$ cat src/rtl/motion_update_bcast_sched_pkg.sv
// Shared types and helpers for the motion-update broadcast scheduler.
// Provides the phase state enum, default widths and per-lane slice offsets.
package motion_update_bcast_sched_pkg;

    localparam int DEF_DATA_WIDTH    = 32;
    localparam int DEF_CELL_ID_WIDTH = 4;
    localparam int DEF_NUM_LANES     = 4;
    localparam int DEF_SETTLE_CYCLES = 3;
    localparam int DEF_COUNT_WIDTH   = 16;

    typedef enum logic [2:0] {
        ST_IDLE,
        ST_BCAST,
        ST_FLUSH,
        ST_SETTLE,
        ST_DONE
    } state_t;

    // Low bit of lane's {posz, posy, posx} particle inside the packed lane bus.
    function automatic int particle_lo(input int lane, input int data_width);
        return lane * 3 * data_width;
    endfunction

    // Low bit of lane's {cell_x, cell_y, cell_z} destination inside the packed lane bus.
    function automatic int cell_lo(input int lane, input int cell_id_width);
        return lane * 3 * cell_id_width;
    endfunction

endpackage

$ cat src/rtl/motion_update_bcast_sched_rr_arbiter.sv
// Round-robin arbiter: one-hot grant to the first requester at or after ptr,
// plus the pointer value that follows that grant.
module motion_update_bcast_sched_rr_arbiter #(
    parameter int NUM_LANES = 4,
    parameter int PTR_W     = $clog2(NUM_LANES)
) (
    input  logic [NUM_LANES-1:0] req,
    input  logic [PTR_W-1:0]     ptr,
    output logic [NUM_LANES-1:0] grant,
    output logic [PTR_W-1:0]     next_ptr
);

    always_comb begin : arb
        int idx;
        logic found;
        grant    = '0;
        next_ptr = ptr;
        found    = 1'b0;
        idx      = 0;
        for (int k = 0; k < NUM_LANES; k++) begin
            idx = int'(ptr) + k;
            if (idx >= NUM_LANES) begin
                idx = idx - NUM_LANES;
            end
            if (!found && req[idx]) begin
                found      = 1'b1;
                grant[idx] = 1'b1;
                next_ptr   = PTR_W'((idx + 1) % NUM_LANES);
            end
        end
    end

endmodule

$ cat src/rtl/motion_update_bcast_sched.sv
// Sequences one motion-update phase: arbitrates lanes onto the cache broadcast bus,
// then waits out the caches' count write and swap. MU_BCAST_STATS_EN enables broadcast_count.
module motion_update_bcast_sched
    import motion_update_bcast_sched_pkg::*;
#(
    parameter int DATA_WIDTH    = DEF_DATA_WIDTH,
    parameter int CELL_ID_WIDTH = DEF_CELL_ID_WIDTH,
    parameter int NUM_LANES     = DEF_NUM_LANES,
    parameter int SETTLE_CYCLES = DEF_SETTLE_CYCLES,
    parameter int COUNT_WIDTH   = DEF_COUNT_WIDTH
) (
    input  logic                                 clk,
    input  logic                                 rst,
    input  logic                                 start,
    input  logic [NUM_LANES-1:0]                 lane_valid,
    output logic [NUM_LANES-1:0]                 lane_ready,
    input  logic [NUM_LANES*3*DATA_WIDTH-1:0]    lane_data,
    input  logic [NUM_LANES*3*CELL_ID_WIDTH-1:0] lane_dst_cell,
    input  logic [NUM_LANES-1:0]                 lane_done,
    output logic                                 motion_update_enable,
    output logic [3*DATA_WIDTH-1:0]              out_data,
    output logic [3*CELL_ID_WIDTH-1:0]           out_data_dst_cell,
    output logic                                 out_data_valid,
    output logic                                 busy,
    output logic                                 done,
    output logic [COUNT_WIDTH-1:0]               broadcast_count,
    output state_t                               fsm_state
);

    localparam int PTR_W = $clog2(NUM_LANES);
    localparam int SET_W = $clog2(SETTLE_CYCLES + 1);
    localparam int PW    = 3 * DATA_WIDTH;
    localparam int CW    = 3 * CELL_ID_WIDTH;

    state_t               state, state_next;
    logic [SET_W-1:0]     settle_cnt;
    logic [PTR_W-1:0]     ptr, ptr_next;
    logic [NUM_LANES-1:0] grant;
    logic                 transfer;
    logic                 all_quiet;
    logic [PW-1:0]        sel_data;
    logic [CW-1:0]        sel_dst;

    motion_update_bcast_sched_rr_arbiter #(
        .NUM_LANES (NUM_LANES),
        .PTR_W     (PTR_W)
    ) u_arb (
        .req      (lane_valid),
        .ptr      (ptr),
        .grant    (grant),
        .next_ptr (ptr_next)
    );

    // Handshake: a particle moves when lane_valid[i] && lane_ready[i]; ready is
    // only ever offered to one valid lane, and only while broadcasting.
    assign lane_ready = (state == ST_BCAST) ? grant : '0;
    assign transfer   = |(lane_valid & lane_ready);
    // A lane still presenting a particle keeps the phase open even if it reports done.
    assign all_quiet  = (&lane_done) && !(|lane_valid);
    assign fsm_state  = state;

    always_comb begin
        sel_data = '0;
        sel_dst  = '0;
        for (int i = 0; i < NUM_LANES; i++) begin
            sel_data = sel_data | (lane_data[particle_lo(i, DATA_WIDTH) +: PW] & {PW{grant[i]}});
            sel_dst  = sel_dst | (lane_dst_cell[cell_lo(i, CELL_ID_WIDTH) +: CW] & {CW{grant[i]}});
        end
    end

    always_comb begin
        state_next           = state;
        motion_update_enable = 1'b0;
        busy                 = 1'b1;
        done                 = 1'b0;
        case (state)
            ST_IDLE: begin
                busy = 1'b0;
                if (start) state_next = ST_BCAST;
            end
            ST_BCAST: begin
                motion_update_enable = 1'b1;
                if (all_quiet) state_next = ST_FLUSH;
            end
            ST_FLUSH: begin
                motion_update_enable = 1'b1;
                state_next           = ST_SETTLE;
            end
            ST_SETTLE: begin
                if (settle_cnt == SET_W'(SETTLE_CYCLES - 1)) state_next = ST_DONE;
            end
            ST_DONE: begin
                done       = 1'b1;
                state_next = ST_IDLE;
            end
            default: state_next = ST_IDLE;
        endcase
    end

    always_ff @(posedge clk) begin
        if (!rst) begin
            state      <= ST_IDLE;
            settle_cnt <= '0;
            ptr        <= '0;
        end else begin
            state      <= state_next;
            settle_cnt <= (state == ST_SETTLE) ? settle_cnt + 1'b1 : '0;
            if (transfer) ptr <= ptr_next;
        end
    end

    // Broadcast beat lags its grant by one cycle; idle beats carry zero data.
    always_ff @(posedge clk) begin
        if (!rst) begin
            out_data          <= '0;
            out_data_dst_cell <= '0;
            out_data_valid    <= 1'b0;
        end else begin
            out_data_valid    <= transfer;
            out_data          <= transfer ? sel_data : '0;
            out_data_dst_cell <= transfer ? sel_dst : '0;
        end
    end

`ifdef MU_BCAST_STATS_EN
    logic [COUNT_WIDTH-1:0] count_q;

    always_ff @(posedge clk) begin
        if (!rst) begin
            count_q <= '0;
        end else if (state == ST_IDLE && start) begin
            count_q <= '0;
        end else if (transfer && !(&count_q)) begin
            count_q <= count_q + 1'b1;
        end
    end

    assign broadcast_count = count_q;
`else
    assign broadcast_count = '0;
`endif

endmodule
$ cat config.mk
export PLATFORM = sky130hd
export DESIGN_NAME = motion_update_bcast_sched
export DESIGN_NICKNAME = d
export VERILOG_FILES = /design/src/rtl/motion_update_bcast_sched_pkg.sv /design/src/rtl/motion_update_bcast_sched_rr_arbiter.sv /design/src/rtl/motion_update_bcast_sched.sv
export SDC_FILE = /design/constraint.sdc
export NUM_CORES = 1
export LEC_CHECK = 0
export CAP_MARGIN = 20
export CORE_AREA = 2 2 226 228
export DETAILED_ROUTE_END_ITERATION = 10
export DIE_AREA = 0 0 228 230
export PLACE_DENSITY_LB_ADDON = 0.08
export SYNTH_ARGS = -nofsm -noshare
export SYNTH_HDL_FRONTEND = slang
export SYNTH_SLANG_ARGS = --single-unit
$ cat constraint.sdc
create_clock -name clk -period 9.1 [get_ports clk]
set_clock_uncertainty 0.15 [all_clocks]
set_input_delay 2.275 -clock clk [delete_from_list [all_inputs] [get_ports clk]]
set_output_delay 2.275 -clock clk [all_outputs]
set_load 0.01 [all_outputs]
Word-level counts from Yosys, hierarchy flattened
Index checks and enable logic that the tools add are counted.
{"block": "op_classes", "add_sub_neg": 12, "mul": 0, "n_div": 0, "magnitude_cmp": 12, "eq_ne": 8, "shifts": 0, "n_mux": 43, "bitwise": 18, "n_reduce_logical": 22}
{"operator": "96-bit AND", "count": 4}
{"operator": "96-bit OR", "count": 3}
{"operator": "32-bit by 1-bit greater-or-equal comparator with 1-bit output, second input constant", "count": 4}
{"operator": "32-bit by 4-bit < comparator with 1-bit output, second input constant", "count": 4}
{"operator": "32-bit 2-to-1 mux", "count": 4}
{"operator": "32-bit by 4-bit greater-or-equal comparator with 1-bit output, second input constant", "count": 3}
{"operator": "32-bit by 4-bit subtractor with 32-bit output, second input constant", "count": 3}
{"operator": "12-bit AND", "count": 4}
{"operator": "12-bit OR", "count": 3}
{"operator": "4-bit 2-to-1 mux", "count": 5}
{"operator": "1-bit 2-to-1 mux", "count": 18}
{"operator": "4-bit OR", "count": 3}
{"operator": "3-bit one-hot mux with 4 select lines", "count": 1}
{"operator": "3-bit 2-to-1 mux", "count": 3}
{"operator": "2-bit adder, second input constant", "count": 4}
{"operator": "1-bit binary-select mux with 2-bit select", "count": 4}
{"operator": "1-bit demux with 2-bit select", "count": 4}
{"operator": "1-bit logical AND", "count": 8}
{"operator": "2-bit 2-to-1 mux", "count": 4}
{"operator": "4-bit OR reduction", "count": 2}
{"operator": "2-bit by 2-bit adder with 3-bit output, second input constant", "count": 2}
{"operator": "3-bit by 2-bit equality test with 1-bit output, second input constant", "count": 2}
{"operator": "2-bit inequality test, second input constant", "count": 3}
{"operator": "2-bit AND reduction", "count": 3}
{"operator": "other kinds (14)", "count": 17}
{"block": "totals", "ff_bits": 116, "latchBits": 0, "mem_bits_rw": 0, "mem_bits_ro": 0, "in_bits": 443, "output_inout_bits": 135, "word_cells": 121, "mem_count": 0}

Logic depth before layout (Yosys ltp)
Gate-level depths: netlist of the first run.
{"block": "logic_depth", "word_depth": 19, "depth_mapped": 14, "mapped_depth_nobuf": 8}

By module
Synthesis of the first run repeated with hierarchy kept, for this count alone.
{"block": "unflattened", "cells_unflattened": 608, "area_unflattened_um2": 5616.6}
{"mod": "motion_update_bcast_sched", "n_inst": 1, "cells_each": 556, "area_each_um2": 5158.7, "seq_area_each_um2": 2322.2}
{"mod": "motion_update_bcast_sched_rr_arbiter", "n_inst": 1, "cells_each": 52, "area_each_um2": 457.9, "seq_area_each_um2": 0.0}

Least setup slack after synthesis of the first run
OpenSTA, ideal clock, no wires.
{"block": "synth_path", "path_kind": "input port to output port", "from": "input lane_valid[0]", "to": "output lane_ready[3]", "arrival_time_ns": 4.193, "t_required_ns": 6.675, "setup_slack_ns": 2.482, "stages": 9, "path_buffers": 4, "path_cell_list": "clkbuf_1 > mux4_2 > nor3b_2 > nand2_1 > a22oi_1 > buf_2 > buf_2 > buf_2 > and2_1"}
{"block": "synth_via", "elab_chain_len": 14, "word_cells_on_any_way": 29}
{"item": "start, declared", "line_no": "motion_update_bcast_sched.sv:15", "rtl": "input logic [NUM_LANES-1:0] lane_valid,"}
{"item": "1-bit binary-select mux with 2-bit select", "line_no": "motion_update_bcast_sched_rr_arbiter.sv:25", "rtl": "if (!found && req[idx]) begin"}
{"item": "1-bit 2-to-1 mux (implied by the code) (2 in a row)", "line_no": "motion_update_bcast_sched_rr_arbiter.sv:25"}
{"item": "1-bit 2-to-1 mux", "line_no": "motion_update_bcast_sched_rr_arbiter.sv:25"}
{"item": "1-bit logical NOT", "line_no": "motion_update_bcast_sched_rr_arbiter.sv:25"}
{"item": "1-bit logical AND", "line_no": "motion_update_bcast_sched_rr_arbiter.sv:25"}
{"item": "1-bit 2-to-1 mux", "line_no": "motion_update_bcast_sched_rr_arbiter.sv:25"}
{"item": "1-bit logical NOT", "line_no": "motion_update_bcast_sched_rr_arbiter.sv:25"}
{"item": "1-bit logical AND", "line_no": "motion_update_bcast_sched_rr_arbiter.sv:25"}
{"item": "1-bit 2-to-1 mux", "line_no": "motion_update_bcast_sched_rr_arbiter.sv:25"}
{"item": "1-bit logical NOT", "line_no": "motion_update_bcast_sched_rr_arbiter.sv:25"}
{"item": "1-bit logical AND", "line_no": "motion_update_bcast_sched_rr_arbiter.sv:25"}
{"item": "4-bit 2-to-1 mux (*)", "line_no": "motion_update_bcast_sched_rr_arbiter.sv:25"}
{"item": "4-bit 2-to-1 mux (*)", "line_no": "motion_update_bcast_sched.sv:56", "rtl": "assign lane_ready = (state == ST_BCAST) ? grant : '0;"}
{"item": "end, declared", "line_no": "motion_update_bcast_sched.sv:16", "rtl": "output logic [NUM_LANES-1:0] lane_ready,"}
Every way passes the cells marked *; elsewhere a longest branch is shown, timed or not. The select of a mux whose other input is x is not followed.

Worst setup path in the final report of the first run
{"block": "layout_path", "from": "input lane_valid[3]", "to": "output lane_ready[0]"}
The elaborated chain is that of the path after synthesis.

==> results of run 1 <==
worst max-delay path by stage:
stage                              from            end  slack (ns)  depth (start not counted)
final                     lane_valid[3]  lane_ready[0]        1.41                          7
after global routing      lane_valid[3]  lane_ready[0]        1.32                          7
after CTS                 lane_valid[3]  lane_ready[0]        1.40                          7
after detailed placement  lane_valid[3]  lane_ready[0]        1.42                          7
after global placement    lane_valid[3]  lane_ready[0]        1.45                          7
after floorplan           lane_valid[0]  lane_ready[3]        2.48                          9
metal layers:
metal | vias to the layer above | track usage [%] | part of all wire [%]
met5 | - | 0 | 0
met4 | 0 | 5.82 | 2.1
met3 | 34 | 5.31 | 7.8
met2 | 350 | 25.6 | 52
met1 | 3621 | 15.6 | 38
li1 | 3528 | - | -
cell families after synthesis:
logic type                 count (synthesis)
xor gates and xnor gates                   2
adders and majority gates                  5
muxes                                     13
AOI/OAI and AO/OA                        364
other                                      1
buffers and inverters                     95
and+or+nand+nor                           42
DFF                                      116
cell type report:
cell class	count	area, um^2
diodes	4	10.0
clock buffers	22	474
clock inverters	9	175
fillers	5415	37200
inverters	9	33.8
multi-input cells	442	3080
flip-flops and latches	116	2320
well taps	672	841
repair buffers	572	5700
power by group:
part	switching, mW	leakage, nW	internal [mW]
clock network	0.273	0.312	0.504
registers	0.0489	0.942	0.611
logic	1.13	3.21	0.802
per-stage QoR:
| stage | cells | setup WS, ns | hold slack (ns) |
|---|---|---|---|
| 2_1_floorplan | 653 | 2.48 | 0.243 |
| 3_3_place_gp | 1811 | 1.45 | 0.255 |
| 3_5_place_dp | 1811 | 1.42 | 0.262 |
| 4_1_cts | 1842 | 1.40 | 0.277 |
| 5_1_grt | 1846 | 1.32 | 0.290 |
| 6_report | 1846 | 1.41 | 0.269 |
placed cells by master, fill, tap and decap left out, drive strengths merged, types with 2 or more instances in the layout:
master	instances
a22oi	219
mux2	3
diode	4
conb	16
ha	5
a211o	2
a221oi	2
and2	6
clkbuf	22
xnor2	2
a21o	2
mux4	4
or3	3
bufinv	5
nand2b	3
o211ai	5
nand2	6
clkinv	2
a21boi	2
o22ai	2
dfxtp	116
nor2b	3
buf	11
nor2	9
clkinvlp	2
clkdlybuf4s50	561
nor3b	4
mux2i	6
o21ai	2
o211a	2
inv	9
a31o	2
a21oi	113
sequential cells by signal, summed over array words and instances (netlist names):
name	count
fsm_state	3
out_data	96
out_data_dst_cell	12
out_data_valid	1
ptr	2
settle_cnt	2
==> results_dict.tcl, run 1 <==
set metrics [dict create \
    startpoint_type "input port" \
    min_to "settle_cnt[0]$_SDFF_PN0_" \
    post-cts-setup-buffers 0 \
    drtAntennaViolNets 0 \
    grt_max_degree 67 \
    synth_xor_xnor_area_share_pct 0.302 \
    dieArea_um2 52400 \
    max-cap-violations 0 \
    final.setup.tns_ns 0 \
    place.gp.congestion 0.810 \
    yosysMostFrequentCell "a22oi_1" \
    hp-class "reg -> reg" \
    routed_via_density 4.08 \
    synth_top_family_by_area "compound AO/OA/AOI/OAI gates" \
    fin_total_pwr_mw 3.37 \
    rows 82 \
    grt_pass1_wl_mm 54.7 \
    r2r_slack_ns 3.68 \
    clk_path_buf_depth 2 \
    io_buffers 561 \
    worstSetupPathType "in -> out" \
    area_growth_pct 118 \
    netlist_area_um2 5790 \
    track_usage_pct 14.5 \
    finalHoldViolCount 0 \
    fmaxAchievable_mhz 130 \
    leakage_nw 4.47 \
    max-vdd-ir-drop_mv 0.173 \
    critPathSlowestCell "mux4_2" \
    yosys_warnings 0 \
    regToRegStartpoint "ptr[0]$_SDFFE_PN0P_" \
    async_flop_share_pct 0 \
    reg2reg_depth 10 \
    cts_resized 0 \
    muxShareOfSynthArea_pct 3.17 \
    cpMostUsedCell "clkdlybuf4s50_1" \
    worstHoldStart "settle_cnt[0]$_SDFF_PN0_" \
    synth.avg_cell_area_um2 9.08 \
    slew_violations 0 \
    rsz0062_at_grt "no" \
    synth_compound_area_share_pct 43.0 \
    slew_headroom_pct 38.6 \
    max_stage_delay_ns 0.75 \
    cts_tree "yes" \
    synth.distinct_cells 54 \
    core_area_um2 49900 \
    critPathBufInv 2 \
    crit_fanout 15 \
    clock_sinks 116 \
    ios 578 \
    ys_seq_area_share_pct 40.1 \
    clk_pin_slew_ns 0.05 \
    synth_edf_count 0 \
    fin_area_um2 12600 \
    power_density_nw_per_um2 267 \
    synthCells 638 \
    drive_above_1_share_pct 4.79 \
    path_delay_family "buffers and inverters" \
    die_w_um 228 \
    wl_mm 39.0 \
    drtPass1Iterations 5 \
    vias 7533 \
    fin_nets 1606 \
    place_area_um2 12000 \
    root_buffer "clkbuf_16" \
    worst_pin_slew_ns 0.921 \
    numCtsBuffers 17 \
    start_util_pct 11.6 \
    clk_latency_ns 0.46 \
    yosys.area_share.simple_pct 4.17 \
    synth_fa_ha_area_share_pct 1.08 \
    cp.required_ns 6.68 \
    period_minus_slack_ns 7.69 \
    crit_chain "clkdlybuf4s50_1 > mux4_2 > a31o_1 > a211o_1 > o21a_4 > and2_1 > clkdlybuf4s50_1" \
    synth_flop_cell "dfxtp_1" \
    dp_hpwl_mm 29.1 \
    worst_setup_path_end_kind "primary output" \
    fin_util_pct 25.3 \
    synth_seq_cells 116 \
    die_h_um 230 \
    synthTopCellsByCount "219 x a22oi_1, 116 x dfxtp_1, 112 x a21oi_1" \
    drc 0 \
    run_status "completed" \
    grt_pass1_vias 7648 \
    crit_arrival_ns 5.27 \
    post-route-period-util_pct 84.5 \
    synth.top_cell.area_share_pct 40.1 \
    drt_iter0_markers 360 \
    cts_hold_buf 0 \
    synth_top_cell_by_area "dfxtp_1" \
    grt_overflow 0 \
    setup_viol 0 \
    synth_area_leaders "dfxtp_1 40%, a22oi_1 28%, a21oi_1 9.7%" \
    whs_path_depth 1 \
    cts_max_level 4 \
    reg2reg_to "out_data[33]$_SDFF_PN0_" \
    antenna_found_initial 5 \
    wl_per_cell_um 21.1 \
]
(Power assumes the default switching activity.)
==> run 2, diff against run 1 <==
clock period = 7.18 ns   (was 9.1 ns; I/O delays follow)
==> run 2 against run 1 <==
Net effect:
- routed wire length is 1.1% lower
- power up 25%
- clock power rose by 18%
- sequential power increased by 24%
- setup slack worse by 0.85 ns
- critical endpoint unchanged
==> results_dict.tcl, run 2 (synthesized netlist as in run 1, its figures left out) <==
set metrics [dict create \
    run_status "completed" \
    cpMostUsedCell "clkdlybuf4s50_1" \
    worst_pin_slew_ns 0.959 \
    dpl.cell_count 1813 \
    start_util_pct 11.6 \
    drc 0 \
    vias 7432 \
    post-route-period-util_pct 92.2 \
    drt_iter0_markers 328 \
    cts_max_level 4 \
    rows 82 \
    cts_resized 0 \
    core_area_um2 49900 \
    worstSetupPathType "in -> out" \
    die_w_um 228 \
    drive_above_1_share_pct 4.94 \
    die_h_um 230 \
    post-cts-setup-buffers 0 \
    cp.required_ns 5.24 \
    nFillCells 5444 \
    final.setup.tns_ns 0 \
    fmaxAchievable_mhz 151 \
    regToRegStartpoint "ptr[1]$_SDFFE_PN0P_" \
    power_density_nw_per_um2 334 \
    slew_violations 0 \
    antenna_found_initial 3 \
    reg2reg_to "out_data[36]$_SDFF_PN0_" \
    crit_chain "clkdlybuf4s50_1 > mux4_2 > a31o_1 > a211o_1 > o21a_4 > and2_1 > clkdlybuf4s50_1" \
    crit_arrival_ns 4.68 \
    max-vdd-ir-drop_mv 0.161 \
    cts_tree "yes" \
    io_buffers 561 \
    place.gp.congestion 0.807 \
    routed_via_density 4.02 \
    max-cap-violations 0 \
    slew_headroom_pct 36.0 \
    clk_pin_slew_ns 0.05 \
    stdcell_count 1848 \
    numCtsBuffers 17 \
    wl_per_cell_um 20.9 \
    reg2reg_depth 10 \
    ios 578 \
    grt_max_degree 68 \
    most-common-layout-cells "561 x clkdlybuf4s50_1, 218 x a22oi_1, 116 x dfxtp_1, 112 x a21oi_1, 17 x clkbuf_16" \
    wl_mm 38.6 \
    grt_pass1_wl_mm 54.1 \
    root_buffer "clkbuf_16" \
    largest_register_ffs 96 \
    worst_setup_path_end_kind "primary output" \
    crit_fanout 14 \
    r2r_slack_ns 2.08 \
    dp_hpwl_mm 28.7 \
    mostFrequentLayoutCell "clkdlybuf4s50_1" \
    startpoint_type "input port" \
    largest-register "out_data" \
    cts_hold_buf 0 \
    clock_sinks 116 \
    period_minus_slack_ns 6.62 \
    rsz0062_at_grt "no" \
    max_stage_delay_ns 0.73 \
    area_growth_pct 118 \
    finalHoldViolCount 0 \
    drtAntennaViolNets 0 \
    whs_path_depth 1 \
    clk_path_buf_depth 2 \
    dieArea_um2 52400 \
    track_usage_pct 14.3 \
    grt_overflow 0 \
    clk_latency_ns 0.47 \
    fin_nets 1608 \
    drtPass1Iterations 4 \
    fin_total_pwr_mw 4.23 \
    critPathSlowestCell "mux4_2" \
    hp-class "reg -> reg" \
    worstHoldStart "settle_cnt[0]$_SDFF_PN0_" \
    setup_viol 0 \
    grt_pass1_vias 7543 \
    leakage_nw 4.48 \
    min_to "settle_cnt[0]$_SDFF_PN0_" \
]
run 2: cell count changes in the layout (fill, tap and decap cells not counted), sizes merged:
cell      delta
buf          +2
bufinv       -2
clkinv       +3
clkbuf       +1
clkinvlp     -1
diode        -1
run 2: worst max-delay path by stage:
| stage | start | endpoint | slack, ns | depth (start not counted) |
|---|---|---|---|---|
| 3_3_place_gp | lane_valid[2] | lane_ready[3] | 0.52 | 7 |
| 6_report | lane_valid[2] | lane_ready[0] | 0.56 | 7 |
| 4_1_cts | lane_valid[2] | lane_ready[0] | 0.56 | 7 |
| 2_1_floorplan | lane_valid[0] | lane_ready[3] | 1.52 | 9 |
| 5_1_grt | lane_valid[0] | lane_ready[3] | 0.43 | 7 |
| 3_5_place_dp | lane_valid[2] | lane_ready[0] | 0.56 | 7 |
run 2: metrics by stage:
stage / utilization (%) / setup slack, ns / hold slack (ns) / area, um^2
detailed placement: 24.1 / 0.555 / 0.256 / 12000
floorplan: - / 1.52 / 0.243 / 5850
CTS: 25.3 / 0.560 / 0.263 / 12600
global placement: 24.1 / 0.517 / 0.253 / 12000
finish: 25.4 / 0.559 / 0.260 / 12600
global route: 25.4 / 0.433 / 0.292 / 12600
run 2: worst max-delay path, delay by kind of cell:
kind,cells,cell delay (ns)
mux,1,0.73
buf+inv,2,1.22
compound gates,3,0.77
simple gates,1,0.15
run 2: cell type report:
cell class	instances	area, um^2	area share (%)
multi-input cells	442	3080	24.4
clock inverters	9	126	1.00
repair buffers	574	5750	45.5
well taps	672	841	6.65
diodes	3	7.51	0.0594
flip-flops and latches	116	2320	18.4
inverters	9	33.8	0.267
clock buffers	23	478	3.78
run 2: routing by layer:
metal | vias to the layer above | routed length, um | track usage, %
met3 | 32 | 3110 | 5.37
met4 | 0 | 649 | 5.19
li1 | 3535 | - | -
met2 | 344 | 19900 | 25.4
met1 | 3521 | 15000 | 15.5
met5 | - | 0 | 0
run 2: power by group:
group          switching, mW  leakage, nW  internal [mW]
combinational           1.44         3.24           1.05
clock                  0.350        0.297          0.570
sequential            0.0434        0.942          0.775
total                   1.84         4.48           2.39
==> run 3, diff against run 2 <==
HOLD_SLACK_MARGIN = 0.05   (was unset)
==> results of run 3 <==
No change in the layout: final DEF, timing and power equal those of run 2.
